[config.mk]
export PLATFORM = sky130hd
export DESIGN_NAME = i2s_tx_flat
export DESIGN_NICKNAME = d
export VERILOG_FILES = /design/src/rtl/i2s_tx_if.sv /design/src/rtl/i2s_tx.sv /design/src/flat_wrapper.sv
export SDC_FILE = /design/constraint.sdc
export NUM_CORES = 1
export LEC_CHECK = 0
export BUFFER_PORTS_ARGS = -buffer_cell sky130_fd_sc_hd__buf_2
export CAP_MARGIN = 0
export CORE_MARGIN = 3
export CORE_UTILIZATION = 62
export CTS_CLUSTER_DIAMETER = 30
export CTS_CLUSTER_SIZE = 25
export DETAILED_ROUTE_END_ITERATION = 8
export GPL_ROUTABILITY_DRIVEN = 1
export PLACE_DENSITY_LB_ADDON = 0.15
export SETUP_SLACK_MARGIN = 0.1
export SYNTH_ARGS = -nofsm -noshare
export SYNTH_HDL_FRONTEND = slang
export SYNTH_SLANG_ARGS = --single-unit
[constraint.sdc]
create_clock -name clk -period 4.7 [get_ports clk]
set_input_delay 0.235 -clock clk [delete_from_list [all_inputs] [get_ports clk]]
set_output_delay 0.235 -clock clk [all_outputs]
set_load 0.01 [all_outputs]
[src/rtl/i2s_tx_if.sv]
`default_nettype none
// ============================================================================
// Module  : i2s_tx_if
// Brief   : Stereo sample handshake plus I2S serial bus for i2s_tx
// Revision: 1.0
// ============================================================================
interface i2s_tx_if #(
  parameter int SAMPLE_WIDTH = 16
);
  logic [SAMPLE_WIDTH-1:0] s_left;
  logic [SAMPLE_WIDTH-1:0] s_right;
  logic                    s_valid;
  logic                    s_ready;
  logic                    i2s_bck;
  logic                    i2s_ws;
  logic                    i2s_data;
  logic                    frame_start;
  logic                    underrun;

  modport master (
    output s_left, s_right, s_valid,
    input  s_ready, i2s_bck, i2s_ws, i2s_data, frame_start, underrun
  );

  modport slave (
    input  s_left, s_right, s_valid,
    output s_ready, i2s_bck, i2s_ws, i2s_data, frame_start, underrun
  );
endinterface
`default_nettype wire

[src/rtl/i2s_tx.sv]
`default_nettype none
// ============================================================================
// Module  : i2s_tx
// Brief   : I2S master transmitter; BCK/WS from clk, one sample pair held
// Revision: 1.0
// ============================================================================
module i2s_tx #(
  parameter int SAMPLE_WIDTH = 16,
  parameter int SLOT_BITS    = 32,
  parameter int BCK_HALF     = 4
) (
  input  logic    clk,
  input  logic    reset,
  i2s_tx_if.slave bus_io
);

  localparam int FRAME_BITS = 2 * SLOT_BITS;
  localparam int CNT_W      = $clog2(FRAME_BITS);
  localparam int DIV_W      = (BCK_HALF > 1) ? $clog2(BCK_HALF) : 1;

  localparam logic [DIV_W-1:0] c_DIV_LAST = DIV_W'(BCK_HALF - 1);
  localparam logic [CNT_W-1:0] c_LAST_BIT = CNT_W'(FRAME_BITS - 1);
  localparam logic [CNT_W-1:0] c_SLOT     = CNT_W'(SLOT_BITS);
  localparam logic [CNT_W-1:0] c_L_FIRST  = CNT_W'(1);
  localparam logic [CNT_W-1:0] c_L_LAST   = CNT_W'(SAMPLE_WIDTH);
  localparam logic [CNT_W-1:0] c_R_FIRST  = CNT_W'(SLOT_BITS + 1);
  localparam logic [CNT_W-1:0] c_R_LAST   = CNT_W'(SLOT_BITS + SAMPLE_WIDTH);

  logic [DIV_W-1:0]        div_q, div_d;
  logic                    bck_q, bck_d;
  logic                    ws_q, ws_d;
  logic                    data_q, data_d;
  logic [CNT_W-1:0]        bit_q, bit_d;
  logic [SAMPLE_WIDTH-1:0] lsh_q, lsh_d;
  logic [SAMPLE_WIDTH-1:0] rsh_q, rsh_d;
  logic [SAMPLE_WIDTH-1:0] hold_l_q, hold_l_d;
  logic [SAMPLE_WIDTH-1:0] hold_r_q, hold_r_d;
  logic                    hold_vld_q, hold_vld_d;
  logic                    ready_q, ready_d;
  logic                    fs_q, fs_d;
  logic                    ur_q, ur_d;

  logic                    w_bck_fall;
  logic                    w_load;
  logic                    w_accept;
  logic [CNT_W-1:0]        w_bit_next;

  assign w_bck_fall = (div_q == c_DIV_LAST) && bck_q;
  assign w_bit_next = (bit_q == c_LAST_BIT) ? '0 : bit_q + 1'b1;
  assign w_load     = w_bck_fall && (bit_q == c_LAST_BIT);
  assign w_accept   = bus_io.s_valid && ready_q;

  always_comb begin
    div_d      = div_q;
    bck_d      = bck_q;
    ws_d       = ws_q;
    data_d     = data_q;
    bit_d      = bit_q;
    lsh_d      = lsh_q;
    rsh_d      = rsh_q;
    hold_l_d   = hold_l_q;
    hold_r_d   = hold_r_q;
    hold_vld_d = hold_vld_q;
    fs_d       = 1'b0;
    ur_d       = 1'b0;

    if (div_q == c_DIV_LAST) begin
      div_d = '0;
      bck_d = !bck_q;
    end else begin
      div_d = div_q + 1'b1;
    end

    // Everything on the wire moves with the BCK falling edge; WS leads the MSB by one bit.
    if (w_bck_fall) begin
      bit_d  = w_bit_next;
      ws_d   = (w_bit_next >= c_SLOT);
      data_d = 1'b0;
      if (w_load) begin
        fs_d = 1'b1;
        if (hold_vld_q) begin
          lsh_d = hold_l_q;
          rsh_d = hold_r_q;
        end else begin
          lsh_d = '0;
          rsh_d = '0;
          ur_d  = 1'b1;
        end
      end else if (w_bit_next >= c_L_FIRST && w_bit_next <= c_L_LAST) begin
        data_d = lsh_q[SAMPLE_WIDTH-1];
        lsh_d  = lsh_q << 1;
      end else if (w_bit_next >= c_R_FIRST && w_bit_next <= c_R_LAST) begin
        data_d = rsh_q[SAMPLE_WIDTH-1];
        rsh_d  = rsh_q << 1;
      end
    end

    // Accept only happens with the hold empty, so it never collides with a loading frame.
    if (w_accept) begin
      hold_l_d   = bus_io.s_left;
      hold_r_d   = bus_io.s_right;
      hold_vld_d = 1'b1;
    end else if (w_load) begin
      hold_vld_d = 1'b0;
    end

    ready_d = !hold_vld_d;
  end

  always_ff @(posedge clk) begin
    if (reset) begin
      div_q      <= '0;
      bck_q      <= 1'b0;
      ws_q       <= 1'b0;
      data_q     <= 1'b0;
      bit_q      <= c_LAST_BIT;
      lsh_q      <= '0;
      rsh_q      <= '0;
      hold_l_q   <= '0;
      hold_r_q   <= '0;
      hold_vld_q <= 1'b0;
      ready_q    <= 1'b1;
      fs_q       <= 1'b0;
      ur_q       <= 1'b0;
    end else begin
      div_q      <= div_d;
      bck_q      <= bck_d;
      ws_q       <= ws_d;
      data_q     <= data_d;
      bit_q      <= bit_d;
      lsh_q      <= lsh_d;
      rsh_q      <= rsh_d;
      hold_l_q   <= hold_l_d;
      hold_r_q   <= hold_r_d;
      hold_vld_q <= hold_vld_d;
      ready_q    <= ready_d;
      fs_q       <= fs_d;
      ur_q       <= ur_d;
    end
  end

  assign bus_io.s_ready     = ready_q;
  assign bus_io.i2s_bck     = bck_q;
  assign bus_io.i2s_ws      = ws_q;
  assign bus_io.i2s_data    = data_q;
  assign bus_io.frame_start = fs_q;
  assign bus_io.underrun    = ur_q;

endmodule
`default_nettype wire

[src/flat_wrapper.sv]
// flat-port wrapper written by rule: the top's interface ports become plain ports
module i2s_tx_flat 
#(
  parameter int SAMPLE_WIDTH = 16,
  parameter int SLOT_BITS    = 32,
  parameter int BCK_HALF     = 4
)
  (clk, reset, bus_io_s_left, bus_io_s_right, bus_io_s_valid, bus_io_s_ready, bus_io_i2s_bck, bus_io_i2s_ws, bus_io_i2s_data, bus_io_frame_start, bus_io_underrun);
  i2s_tx_if #(.SAMPLE_WIDTH(SAMPLE_WIDTH)) bus_io_i ();
  input  logic clk;
  input  logic reset;
  input wire logic [$bits(bus_io_i.s_left)-1:0] bus_io_s_left;
  input wire logic [$bits(bus_io_i.s_right)-1:0] bus_io_s_right;
  input wire logic [$bits(bus_io_i.s_valid)-1:0] bus_io_s_valid;
  output wire logic [$bits(bus_io_i.s_ready)-1:0] bus_io_s_ready;
  output wire logic [$bits(bus_io_i.i2s_bck)-1:0] bus_io_i2s_bck;
  output wire logic [$bits(bus_io_i.i2s_ws)-1:0] bus_io_i2s_ws;
  output wire logic [$bits(bus_io_i.i2s_data)-1:0] bus_io_i2s_data;
  output wire logic [$bits(bus_io_i.frame_start)-1:0] bus_io_frame_start;
  output wire logic [$bits(bus_io_i.underrun)-1:0] bus_io_underrun;
  assign bus_io_i.s_left = bus_io_s_left;
  assign bus_io_i.s_right = bus_io_s_right;
  assign bus_io_i.s_valid = bus_io_s_valid;
  assign bus_io_s_ready = bus_io_i.s_ready;
  assign bus_io_i2s_bck = bus_io_i.i2s_bck;
  assign bus_io_i2s_ws = bus_io_i.i2s_ws;
  assign bus_io_i2s_data = bus_io_i.i2s_data;
  assign bus_io_frame_start = bus_io_i.frame_start;
  assign bus_io_underrun = bus_io_i.underrun;
  i2s_tx #(.SAMPLE_WIDTH(SAMPLE_WIDTH), .SLOT_BITS(SLOT_BITS), .BCK_HALF(BCK_HALF)) u_core (.clk(clk), .reset(reset), .bus_io(bus_io_i));
endmodule
Word level (Yosys, flattened, before mapping)
Index checks and enable logic that the tools add are counted.
{ "classes": {"order_cmp": 5, "mux": 15, "eq_ne": 3, "n_bitwise": 2, "reduce_logical": 14, "add_sub_neg": 2} }
{ "op_table": {"columns": ["operator", "count"], "rows": [
  ["16-bit two-way mux", 7],
  ["6-bit greater-or-equal comparator (second input constant)", 2],
  ["1-bit two-way mux", 7],
  ["6-bit by 1-bit adder with 6-bit output (second input constant)", 1],
  ["6-bit == test (second input constant)", 1],
  ["6-bit by 1-bit greater-or-equal comparator with 1-bit output (second input constant)", 1],
  ["6-bit by 5-bit <= comparator with 1-bit output (second input constant)", 1],
  ["6-bit <= comparator (second input constant)", 1],
  ["6-bit two-way mux", 1],
  ["1-bit logical AND", 5],
  ["2-bit nonzero test", 2],
  ["2-bit OR reduction", 2],
  ["3-bit AND reduction", 1],
  ["3-bit OR reduction", 1],
  ["2-bit by 1-bit adder with 2-bit output (second input constant)", 1],
  ["2-bit == test (second input constant)", 1],
  ["1-bit zero test", 2],
  ["2-bit by 1-bit != test with 1-bit output (second input constant)", 1],
  ["1-bit inverter", 2],
  ["2-bit AND reduction", 1]
]} }
{ "word_totals": {"in_bits": 35, "out_inout_bits": 6, "ff_bits": 79, "wordCells": 54} }

Depth between registers and ports, before layout
Gate-level depths: netlist of run 1.
{ "logic_depth": {"ltp_word": 7, "depth_mapped": 9, "depth_no_buf": 7} }

Least setup slack after synthesis of run 1
Ideal clock, no wire load.
{ "synth_timing": {"path_type": "register to register", "from": "register u_core.bit_q[1]", "to": "register u_core.lsh_q[1]", "arrival_time_ns": 1.769, "required_time_ns": 4.568, "n_path_buf": 2, "stages_incl_launch_ff": 9, "period_less_slack_ns": 1.901, "path_slack_ns": 2.799, "setup_ns": 0.132, "cell_sequence": "dfxtp_1 ha_1 buf_2 and2_2 a32oi_2 o2111ai_2 buf_6 a221oi_1 nor3_1"} }
{ "synth_via": {"elab_chain_cells": 6, "elab_cells_between_ends": 10, "classes_between": "add/sub (1); order compare (2); eq/ne (1); mux (2); reduce/logical (4)"} }
{ "synth_lines": {"columns": ["element", "line", "rtl"], "rows": [
  ["start: declaration", "i2s_tx.sv:33", "logic [CNT_W-1:0] bit_q, bit_d;"],
  ["start signal: assignment", "i2s_tx.sv:116", "bit_q <= c_LAST_BIT;"],
  ["start signal: assignment", "i2s_tx.sv:130", "bit_q <= bit_d;"],
  ["6-bit by 1-bit adder with 6-bit output or 6-bit == test (tied branches)", "i2s_tx.sv:49, i2s_tx.sv:50", null],
  ["6-bit two-way mux", "i2s_tx.sv:49", "assign w_bit_next = (bit_q == c_LAST_BIT) ? '0 : bit_q + 1'b1;"],
  ["6-bit by 1-bit greater-or-equal comparator with 1-bit output or 6-bit by 5-bit <= comparator with 1-bit output (tied branches)", "i2s_tx.sv:89", "end else if (w_bit_next >= c_L_FIRST && w_bit_next <= c_L_LAST) begin"],
  ["1-bit logical AND", "i2s_tx.sv:89", null],
  ["2-bit nonzero test (no line)", null, null],
  ["2-bit AND reduction (no line)", null, null],
  ["end signal: assignment", "i2s_tx.sv:131", "lsh_q <= lsh_d;"],
  ["end: declaration", "i2s_tx.sv:34", "logic [SAMPLE_WIDTH-1:0] lsh_q, lsh_d;"]
]} }
Parallel ways exist; a longest one is shown, timed or not.
A chain may end at the register's enable or synchronous reset.

Final worst setup path of run 1
{ "layout_timing": {"from": "register u_core.bit_q[5]", "to": "register u_core.rsh_q[4]"} }
{ "layout_via": {"elab_chain_cells": 6, "elab_cells_between_ends": 14, "classes_between": "add/sub (1); order compare (4); eq/ne (2); mux (2); reduce/logical (5)"} }
{ "layout_lines": {"columns": ["element", "line", "rtl"], "rows": [
  ["6-bit by 1-bit adder with 6-bit output or 6-bit == test (tied branches)", "i2s_tx.sv:49, i2s_tx.sv:50", null],
  ["6-bit two-way mux", "i2s_tx.sv:49", null],
  ["6-bit by 1-bit greater-or-equal comparator with 1-bit output (tied with other cells)", "i2s_tx.sv:89", null],
  ["1-bit logical AND (on tied branches)", "i2s_tx.sv:89, i2s_tx.sv:92", null],
  ["2-bit by 1-bit != test with 1-bit output (no line) or 2-bit nonzero test (tied branches)", null, null],
  ["3-bit AND reduction (no line)", null, null],
  ["end signal: assignment", "i2s_tx.sv:132", "rsh_q <= rsh_d;"],
  ["end: declaration", "i2s_tx.sv:35", "logic [SAMPLE_WIDTH-1:0] rsh_q, rsh_d;"]
]} }
Parallel ways exist; a longest one is shown, timed or not.

==> flow_metrics.env, run 1 <==
export IMPL_grt_ovfl_total=0
export IMPL_finalHoldViolations=0
export IMPL_postRouteAntennaNets=0
export IMPL_drc=0
export IMPL_htree_levels=3
export IMPL_maxCapViolCount=0
export IMPL_required_ps=4960
export IMPL_yosysWarnings=0
export IMPL_min_path_cells=3
export IMPL_finalMaxSlewViolations=0
export IMPL_rsz0062_at_grt="no"
export IMPL_crit_path_top_delay_cell="a21boi_2"
export IMPL_drive_above_1_share_pct=13.6
export IMPL_crit_path_end_kind="register"
export IMPL_first_pass_iters=7
export IMPL_netlist_instances=450
export IMPL_syn_area_per_cell_um2=7.98
export IMPL_port_buffer_count=40
export IMPL_place_hpwl_um=5010
export IMPL_grt_total_usage_pct=25.1
export IMPL_final_setup_tns_ps=0
export IMPL_initial_core_util_pct=64.8
export IMPL_min_period_over_period_pct=63.4
export IMPL_clock_sink_count=79
export IMPL_drt_initial_drc_count=226
export IMPL_viasPerCell=6.19
export IMPL_post_synth_top_count_cell="dfxtp_1"
export IMPL_hold_class="in2reg"
export IMPL_finalSetupViolCount=0
export IMPL_fmax_mhz=336
export IMPL_die_x_um=82.1
export IMPL_clockRootBuffer="clkbuf_8"
export IMPL_wire_per_inst_um=14.8
export IMPL_cts_buffers=9
export IMPL_die_area_um2=6740
export IMPL_clock_latency_ps=340
export IMPL_cts_tree="done"
export IMPL_synth_top_cell_area_share_pct=44.0
export IMPL_yosysSeqAreaShare_pct=44.0
export IMPL_maxSlewHeadroom_pct=20.6
export IMPL_nets=499
export IMPL_synth_top_cell_by_area="dfxtp_1"
export IMPL_cts_buffer_depth=2
export IMPL_grt_pass1_wl_um=13200
export IMPL_ys_top_cells_by_area="dfxtp_1 44%, nand2_1 8.2%, a21oi_1 8.1%, o21ai_0 4.7%, nor3_1 4.2%"
export IMPL_ys_ff_latch=79
export IMPL_cpPeakStageDelay_ps=930
export IMPL_cp_arrival_ps=3240
export IMPL_vias=3317
export IMPL_timing_rr_end="u_core.rsh_q[4]$_SDFFE_PP0P_"
export IMPL_synth_flop_cell="dfxtp_1"
export IMPL_post_cts_buffers=0
export IMPL_powerDensity_nw_per_um2=320
export IMPL_worstPathCellList="nand3_2 > or3_1 > a21boi_2 > o21ai_0 > a21oi_1"
export IMPL_rrSetupSlack_ps=1720
export IMPL_synthTopCellsByCount="79 x dfxtp_1, 78 x nand2_1, 58 x a21oi_1"
export IMPL_synth_distinct_cells=46
export IMPL_crit_reg2reg_launch="u_core.bit_q[5]$_SDFFE_PP1P_"
export IMPL_max_slew_worst_pin_slew_ps=1180
export IMPL_crit_fanout=31
export IMPL_skew_ps=5.00
export IMPL_row_count=27
export IMPL_grt_max_degree=73
export IMPL_cts_clk_slew_worst_paths_ps=80
export IMPL_synth_nets=488
export IMPL_critPathTopFamily="compound AO/OA/AOI/OAI gates"
export IMPL_vdd_drop_max_v=0.000234
export IMPL_ctsResizeCount=0
export IMPL_antenna_found_initial=0
export IMPL_num_io_pins=41
export IMPL_p_leak_uw=0.00150
export IMPL_die_height_um=82.1
export IMPL_period_needed_ps=2980
export IMPL_syn_area_um2=3590
export IMPL_core_area_um2=5540
export IMPL_whs_endpoint="u_core.hold_l_q[10]$_SDFFE_PP0P_"
export IMPL_cts_hold_buffers=0
export IMPL_rr_worst_depth=5
export IMPL_gp_congestion=0.908
export IMPL_hold_path_startpoint="bus_io_s_left[10]"
export IMPL_worst_path_buf_inv=0
export IMPL_outcome="complete, no violations"
export IMPL_ys_async_sr_fraction_pct=0
export IMPL_fin_total_pwr_uw=1240
export IMPL_synth_edf_count=0
export IMPL_worstSetupPathType="reg2reg"
export IMPL_cp_start_kind="register"
export IMPL_grt_pass1_vias=2768
export IMPL_diodes=0
export IMPL_wl_um=7950
export IMPL_syn_to_final_growth_pct=7.70
export IMPL_fill_cells=497
-- cell families (layout without fill, tap and decap cells) --
| logic type | Yosys count | in the layout | synth area share (%) |
|---|---|---|---|
| fa+ha+maj | 3 | 3 | 1.05 |
| flops | 79 | 79 | 44.0 |
| simple gates | 172 | 172 | 22.3 |
| xor+xnor | 1 | 1 | 0.244 |
| compound gates | 149 | 149 | 26.6 |
| buf+inv | 46 | 60 | 5.78 |
-- worst max-delay path by stage --
| stage | end | depth (start not counted) | startpoint | slack, ps |
|---|---|---|---|---|
| 2_1_floorplan | u_core.lsh_q[1]$_SDFFE_PP0P_ | 8 | u_core.bit_q[1]$_SDFFE_PP1P_ | 2800 |
| 3_3_place_gp | u_core.rsh_q[5]$_SDFFE_PP0P_ | 5 | u_core.bit_q[5]$_SDFFE_PP1P_ | 1850 |
| 3_5_place_dp | u_core.rsh_q[4]$_SDFFE_PP0P_ | 5 | u_core.bit_q[5]$_SDFFE_PP1P_ | 1790 |
| 4_1_cts | u_core.rsh_q[4]$_SDFFE_PP0P_ | 5 | u_core.bit_q[5]$_SDFFE_PP1P_ | 1760 |
| 5_1_grt | u_core.rsh_q[5]$_SDFFE_PP0P_ | 5 | u_core.bit_q[5]$_SDFFE_PP1P_ | 1390 |
| 6_report | u_core.rsh_q[4]$_SDFFE_PP0P_ | 5 | u_core.bit_q[5]$_SDFFE_PP1P_ | 1720 |
-- flip-flops by register name (all words and copies together) (netlist names) --
| register | count |
|---|---|
| u_core.hold_r_q | 16 |
| u_core.bus_io.i2s_bck | 1 |
| u_core.bus_io.frame_start | 1 |
| u_core.hold_vld_q | 1 |
| u_core.bus_io.i2s_data | 1 |
| u_core.rsh_q | 16 |
| u_core.bit_q | 6 |
| u_core.bus_io.underrun | 1 |
| u_core.lsh_q | 16 |
| u_core.hold_l_q | 16 |
| u_core.bus_io.i2s_ws | 1 |
| u_core.bus_io.s_ready | 1 |
| u_core.div_q | 2 |
-- placed cells by master, fill, tap and decap left out, types with 3 or more instances in the layout --
| cell | n |
|---|---|
| a21oi_1 | 58 |
| and3_1 | 18 |
| o21ai_0 | 34 |
| buf_2 | 40 |
| inv_1 | 4 |
| and2_1 | 4 |
| dfxtp_1 | 79 |
| nor2_1 | 13 |
| or3_1 | 3 |
| nand3_1 | 19 |
| ha_1 | 3 |
| a211o_1 | 16 |
| nand2_1 | 78 |
| o21ai_1 | 6 |
| a221oi_1 | 13 |
| clkbuf_8 | 11 |
| nor3_1 | 30 |
-- cell type report --
type | instances | area (um^2) | share of cell area, %
multi-input cells | 325 | 1800 | 46.6
clock buffers | 13 | 159 | 4.11
well taps | 72 | 90.1 | 2.33
clock inverters | 1 | 5.00 | 0.129
inverters | 4 | 15.0 | 0.388
flip-flops and latches | 79 | 1580 | 40.9
repair buffers | 42 | 215 | 5.56
-- worst min-delay path, delay by kind of cell --
family | cells | cell delay, ps
AOI/OAI and AO/OA | 1 | 50
buffers and inverters | 1 | 90
and+or+nand+nor | 1 | 40
-- through the flow --
stage / worst slack [ps] / utilization (%) / std cells / area [um^2] / hold WS [ps]
after CTS: 1760 / 69.8 / 536 / 3870 / 118
after global placement: 1850 / 66.9 / 522 / 3700 / 414
after global routing: 1390 / 69.8 / 536 / 3870 / 113
after floorplan: 2800 / - / 450 / 3590 / 371
final: 1720 / 69.8 / 536 / 3870 / 127
after detailed placement: 1790 / 66.9 / 522 / 3700 / 419
-- per-layer routing --
layer | vias up | GRT usage (%) | part of all wire, % | wire (um)
li1 | 1638 | - | - | -
met1 | 1542 | 38.0 | 48 | 3800
met2 | 125 | 35.5 | 44 | 3460
met3 | 12 | 3.80 | 7.2 | 574
met4 | 0 | 9.80 | 1.4 | 114
met5 | - | 0 | 0 | 0
-- power by group --
group | total (uW) | internal, uW | switching [uW]
combinational | 83.3 | 31.8 | 51.5
sequential | 711 | 692 | 19.2
clock | 444 | 215 | 229
total | 1240 | 938 | 300
No activity file was read; power rests on OpenSTA's default activity.
==> run 2, diff against run 1 <==
Settings changed: CORE_UTILIZATION 62 to 58.
Clock period 4.7 ns to 2.9 ns, I/O delays scaled along.
==> run 2 against run 1 <==
Net effect: sequential share of layout area down 1.6 points; register-to-register slack worse by 1200 ps; non-clock buffer count is 7 higher; critical path depth up 1; count of clock-buffer cells in the layout is 3 lower; utilization fell by 2.3 points; sequential power is 62% higher; routed wire length rose by 5.3%; hold slack worse by 100 ps; clock skew grew 2.7 ps; maximum frequency increased by 24%; critical path type unchanged; highest routed layer is now met5.
==> flow_metrics.env, run 2 (synthesized netlist as in run 1, its figures left out) <==
export IMPL_outcome="complete, no violations"
export IMPL_final_common_cell="dfxtp_1"
export IMPL_diodes=0
export IMPL_place_hpwl_um=5390
export IMPL_finalSetupViolCount=0
export IMPL_gp_congestion=0.959
export IMPL_cts_hold_buffers=0
export IMPL_die_x_um=84.7
export IMPL_cp_arrival_ps=2670
export IMPL_crit_reg2reg_launch="u_core.bit_q[0]$_SDFFE_PP1P_"
export IMPL_drive_above_1_share_pct=15.4
export IMPL_clock_sink_count=79
export IMPL_use_met2_pct=35.4
export IMPL_htree_levels=3
export IMPL_placed_area_um2=3760
export IMPL_wl_um=8370
export IMPL_gr_usage_met1_pct=34.5
export IMPL_max_slew_worst_pin_slew_ps=1100
export IMPL_gr_usage_met3_pct=6.08
export IMPL_ctsResizeCount=0
export IMPL_multi_input_area_um2=1800
export IMPL_clock_latency_ps=350
export IMPL_drc=0
export IMPL_first_pass_iters=5
export IMPL_vias=3331
export IMPL_clockRootBuffer="clkbuf_8"
export IMPL_cts_buffers=9
export IMPL_hold_class="in2reg"
export IMPL_fmax_mhz=417
export IMPL_busiest_layer="met2"
export IMPL_finalHoldViolations=0
export IMPL_maxCapViolCount=0
export IMPL_finalMaxSlewViolations=0
export IMPL_cts_buffer_depth=2
export IMPL_drt_initial_drc_count=244
export IMPL_grt_max_degree=53
export IMPL_rrSetupSlack_ps=500
export IMPL_port_buffer_count=40
export IMPL_mostFrequentLayoutCells="79 x dfxtp_1, 78 x nand2_1, 58 x a21oi_1, 40 x buf_2, 34 x o21ai_0"
export IMPL_powerDensity_nw_per_um2=585
export IMPL_instances_no_fill=548
export IMPL_postLayoutCellArea_um2=4020
export IMPL_cp_start_kind="register"
export IMPL_row_count=28
export IMPL_syn_to_final_growth_pct=11.9
export IMPL_timing_rr_end="u_core.rsh_q[6]$_SDFFE_PP0P_"
export IMPL_post_cts_buffers=0
export IMPL_dp_cells=532
export IMPL_grt_ovfl_total=0
export IMPL_core_area_um2=5960
export IMPL_crit_path_end_kind="register"
export IMPL_viasPerCell=6.08
export IMPL_vdd_drop_max_v=0.000358
export IMPL_maxSlewHeadroom_pct=26.5
export IMPL_initial_core_util_pct=60.3
export IMPL_die_area_um2=7170
export IMPL_fin_total_pwr_uw=2350
export IMPL_postRouteAntennaNets=0
export IMPL_rr_worst_depth=6
export IMPL_crit_path_end="u_core.rsh_q[6]$_SDFFE_PP0P_"
export IMPL_worstSetupPathType="reg2reg"
export IMPL_p_leak_uw=0.00157
export IMPL_grt_total_usage_pct=24.2
export IMPL_crit_start="u_core.bit_q[0]$_SDFFE_PP1P_"
export IMPL_skew_ps=7.72
export IMPL_crit_fanout=31
export IMPL_cts_tree="done"
export IMPL_grt_pass1_vias=3035
export IMPL_cts_clk_slew_worst_paths_ps=80
export IMPL_min_period_over_period_pct=82.6
export IMPL_antenna_found_initial=1
export IMPL_die_height_um=84.7
export IMPL_grt_pass1_wl_um=14200
export IMPL_seq_area_um2=1580
export IMPL_required_ps=3170
export IMPL_num_io_pins=41
export IMPL_period_needed_ps=2400
export IMPL_rsz0062_at_grt="no"
export IMPL_fill_cells=517
export IMPL_wire_per_inst_um=15.3
export IMPL_nets=506
export IMPL_final_setup_tns_ps=0
==> run 2: worst min path at each step <==
stage | to | depth (start not counted) | startpoint
final | u_core.hold_r_q[6]$_SDFFE_PP0P_ | 3 | bus_io_s_right[6]
after global routing | u_core.hold_r_q[8]$_SDFFE_PP0P_ | 3 | bus_io_s_right[8]
after CTS | u_core.hold_r_q[11]$_SDFFE_PP0P_ | 3 | bus_io_s_right[11]
after detailed placement | u_core.hold_r_q[4]$_SDFFE_PP0P_ | 3 | bus_io_s_right[4]
after global placement | u_core.hold_l_q[6]$_SDFFE_PP0P_ | 3 | bus_io_s_left[6]
after floorplan | u_core.hold_l_q[10]$_SDFFE_PP0P_ | 2 | bus_io_s_left[10]
==> run 2: worst max-delay path, stage by stage, from the launching register on <==
cell and delay (ps):
dfxtp_1 470, ha_1 350, and2_2 250, o21ai_0 100
a211o_1 620, a211o_1 380, a21oi_1 150
==> run 2: cell type report <==
| class | instances | share of cell area, % |
|---|---|---|
| Timing Repair Buffer | 49 | 6.66 |
| Sequential cell | 79 | 39.3 |
| Tap cell | 75 | 2.33 |
| Inverter | 4 | 0.373 |
| Multi-Input combinational cell | 325 | 44.8 |
| Clock inverter | 6 | 3.30 |
| Clock buffer | 10 | 3.17 |
==> run 2: where the power goes <==
group	total (uW)	internal (uW)	switching [uW]	leakage, uW
Sequential	1150	1120	28.2	0.000643
Combinational	141	54.4	86.1	0.000804
Clock	1060	658	404	0.000126
==> run 2: stage by stage <==
stage	setup WS [ps]	util, %	hold WS [ps]
floorplan	999	-	281
global placement	590	63.2	384
detailed placement	578	63.2	391
CTS	550	67.5	18.7
global route	301	67.5	16.7
finish	505	67.5	24.8
==> run 2: metal layers <==
metal  vias to the layer above  part of all wire, %  wire (um)
met2                       131                   44       3710
li1                       1645                    -          -
met5                         -                 0.11          9
met1                      1534                   47       3930
met4                         2                  1.4        119
met3                        19                  7.2        604
==> run 3, diff against run 2 <==
Settings changed: CORE_UTILIZATION 58 to 52.
Clock period 2.9 ns to 2.02 ns, I/O delays scaled along.
==> run 3 against run 2 <==
Net effect: final area is 14% higher; final cell count is 8.6% higher; worst setup slack worse by 370 ps; die area is 11% higher; maximum frequency is 27% higher; global-route usage is 0.15 points lower; critical path depth is 1 higher; clock power is 24% higher; highest routed layer is now met4.
==> flow_metrics.env, run 3 (synthesized netlist as in run 1, its figures left out) <==
export IMPL_place_hpwl_um=5510
export IMPL_core_area_um2=6530
export IMPL_hold_class="in2reg"
export IMPL_crit_reg2reg_launch="u_core.bit_q[0]$_SDFFE_PP1P_"
export IMPL_wire_per_inst_um=15.3
export IMPL_viasPerCell=5.83
export IMPL_postLayoutCellArea_um2=4570
export IMPL_initial_core_util_pct=55.0
export IMPL_combPwrFrac_pct=8.4
export IMPL_mostFrequentLayoutCells="77 x nand2_1, 74 x dfxtp_1, 57 x a21oi_1, 40 x buf_2, 34 x o21ai_0"
export IMPL_row_count=29
export IMPL_drc=0
export IMPL_clock_latency_ps=350
export IMPL_cp_arrival_ps=2130
export IMPL_first_pass_iters=5
export IMPL_outcome="complete, no violations"
export IMPL_required_ps=2260
export IMPL_wl_um=9120
export IMPL_grt_ovfl_total=0
export IMPL_die_area_um2=7940
export IMPL_finalHoldViolations=0
export IMPL_powerDensity_nw_per_um2=707
export IMPL_rsz0062_at_grt="yes"
export IMPL_syn_to_final_growth_pct=27.2
export IMPL_htree_levels=3
export IMPL_max_slew_worst_pin_slew_ps=649
export IMPL_period_needed_ps=1890
export IMPL_crit_path_end_kind="register"
export IMPL_p_leak_uw=0.00176
export IMPL_cts_buffer_depth=2
export IMPL_vdd_drop_max_v=0.000456
export IMPL_switchingPower_uw=766
export IMPL_num_io_pins=41
export IMPL_seqPwrFrac_pct=51.0
export IMPL_skew_ps=9.45
export IMPL_die_height_um=89.1
export IMPL_cts_clk_slew_worst_paths_ps=80
export IMPL_final_common_cell="nand2_1"
export IMPL_cp_start_kind="register"
export IMPL_crit_fanout=7
export IMPL_drt_initial_drc_count=228
export IMPL_finalSetupViolCount=0
export IMPL_cts_buffers=9
export IMPL_antenna_found_initial=0
export IMPL_final_setup_tns_ps=0
export IMPL_gp_congestion=0.928
export IMPL_pwr_share_clk_pct=40.6
export IMPL_drive_above_1_share_pct=21.6
export IMPL_crit_start="u_core.bit_q[0]$_SDFFE_PP1P_"
export IMPL_post_cts_buffers=0
export IMPL_p_int_uw=2460
export IMPL_grt_max_degree=35
export IMPL_diodes=0
export IMPL_grt_pass1_wl_um=15100
export IMPL_fmax_mhz=530
export IMPL_postRouteAntennaNets=0
export IMPL_finalMaxSlewViolations=0
export IMPL_clock_sink_count=79
export IMPL_placed_area_um2=3930
export IMPL_cts_tree="done"
export IMPL_vias=3467
export IMPL_port_buffer_count=40
export IMPL_hold_path_startpoint="bus_io_s_left[15]"
export IMPL_grt_total_usage_pct=24.0
export IMPL_maxCapViolCount=0
export IMPL_worstSetupPathType="reg2reg"
export IMPL_grt_pass1_vias=3132
export IMPL_clockRootBuffer="clkbuf_8"
export IMPL_die_x_um=89.1
export IMPL_nets=551
export IMPL_maxSlewHeadroom_pct=56.7
export IMPL_fin_total_pwr_uw=3230
export IMPL_min_period_over_period_pct=93.5
export IMPL_swShare_pct=23.7
-- run 3: cell count changes in the layout (fill, tap and decap cells not counted), sizes merged --
cell / previous run / this run
dlygate4sd3: 0 / 28
buf: 49 / 65
clkinv: 1 / 4
bufinv: 4 / 2
clkbuf: 10 / 11
clkinvlp: 1 / 0
-- run 3: power groups by stage --
stage | sequential [uW] | combinational (uW) | clock [uW]
3_5_place_dp | 1680 | 220 | 0
5_1_grt | 1660 | 302 | 1390
6_report | 1650 | 271 | 1310
2_1_floorplan | 1670 | 145 | 0
4_1_cts | 1650 | 262 | 1320
3_3_place_gp | 1680 | 216 | 0
-- run 3: area by class of cell --
cell class	instances	area [um^2]
inverters	4	15.0
clock inverters	6	83.8
fillers	505	1960
multi-input cells	325	1900
repair buffers	94	743
clock buffers	10	138
flip-flops and latches	79	1590
well taps	77	96.3
-- run 3: timing repair --
action | in CTS | in global routing
endpoints found under the hold margin | 28 | 0
endpoints found under the setup margin | 14 | 30
pin swaps | 1 | 2
resized for setup | 5 | 21
hold buffers | 28 | 0
cloned | 0 | 1
-- run 3: worst max-delay path: stages (launching register included) --
cell and delay, ps:
dfxtp_2 350, buf_4 160, a22o_1 200, a32oi_2 280, o2111ai_4 210, clkbuf_16 220
a221oi_2 280, nor3_1 80
-- run 3: final timing paths --
path | endpoint | slack, ps | cells after the start
setup / recovery | u_core.lsh_q[8]$_SDFFE_PP0P_ | 130 | 7
hold / removal | u_core.hold_l_q[15]$_SDFFE_PP0P_ | 20 | 3
setup reg to reg | u_core.lsh_q[8]$_SDFFE_PP0P_ | 130 | 7
hold reg to reg | u_core.div_q[0]$_SDFF_PP0_ | 430 | 1
-- run 3: through the flow --
step           cells  utilization [%]  setup WS [ps]  hold WS (ps)
4_1_cts          594             68.2           91.6          4.48
2_1_floorplan    450                -            119           237
3_3_place_gp     550             60.2           77.2           341
6_report         595             69.9            132          24.8
3_5_place_dp     550             60.2          -14.1           347
5_1_grt          595             69.9           9.98          19.3
-- run 3: per-layer routing --
| layer | wire length (um) | up-vias | global-route usage (%) | share of wire [%] |
|---|---|---|---|---|
| met3 | 520 | 14 | 4.33 | 5.7 |
| met5 | 0 | - | 0 | 0 |
| met4 | 121 | 0 | 8.53 | 1.3 |
| met2 | 4100 | 132 | 34.2 | 45 |
| li1 | - | 1732 | - | - |
| met1 | 4380 | 1589 | 36.1 | 48 |
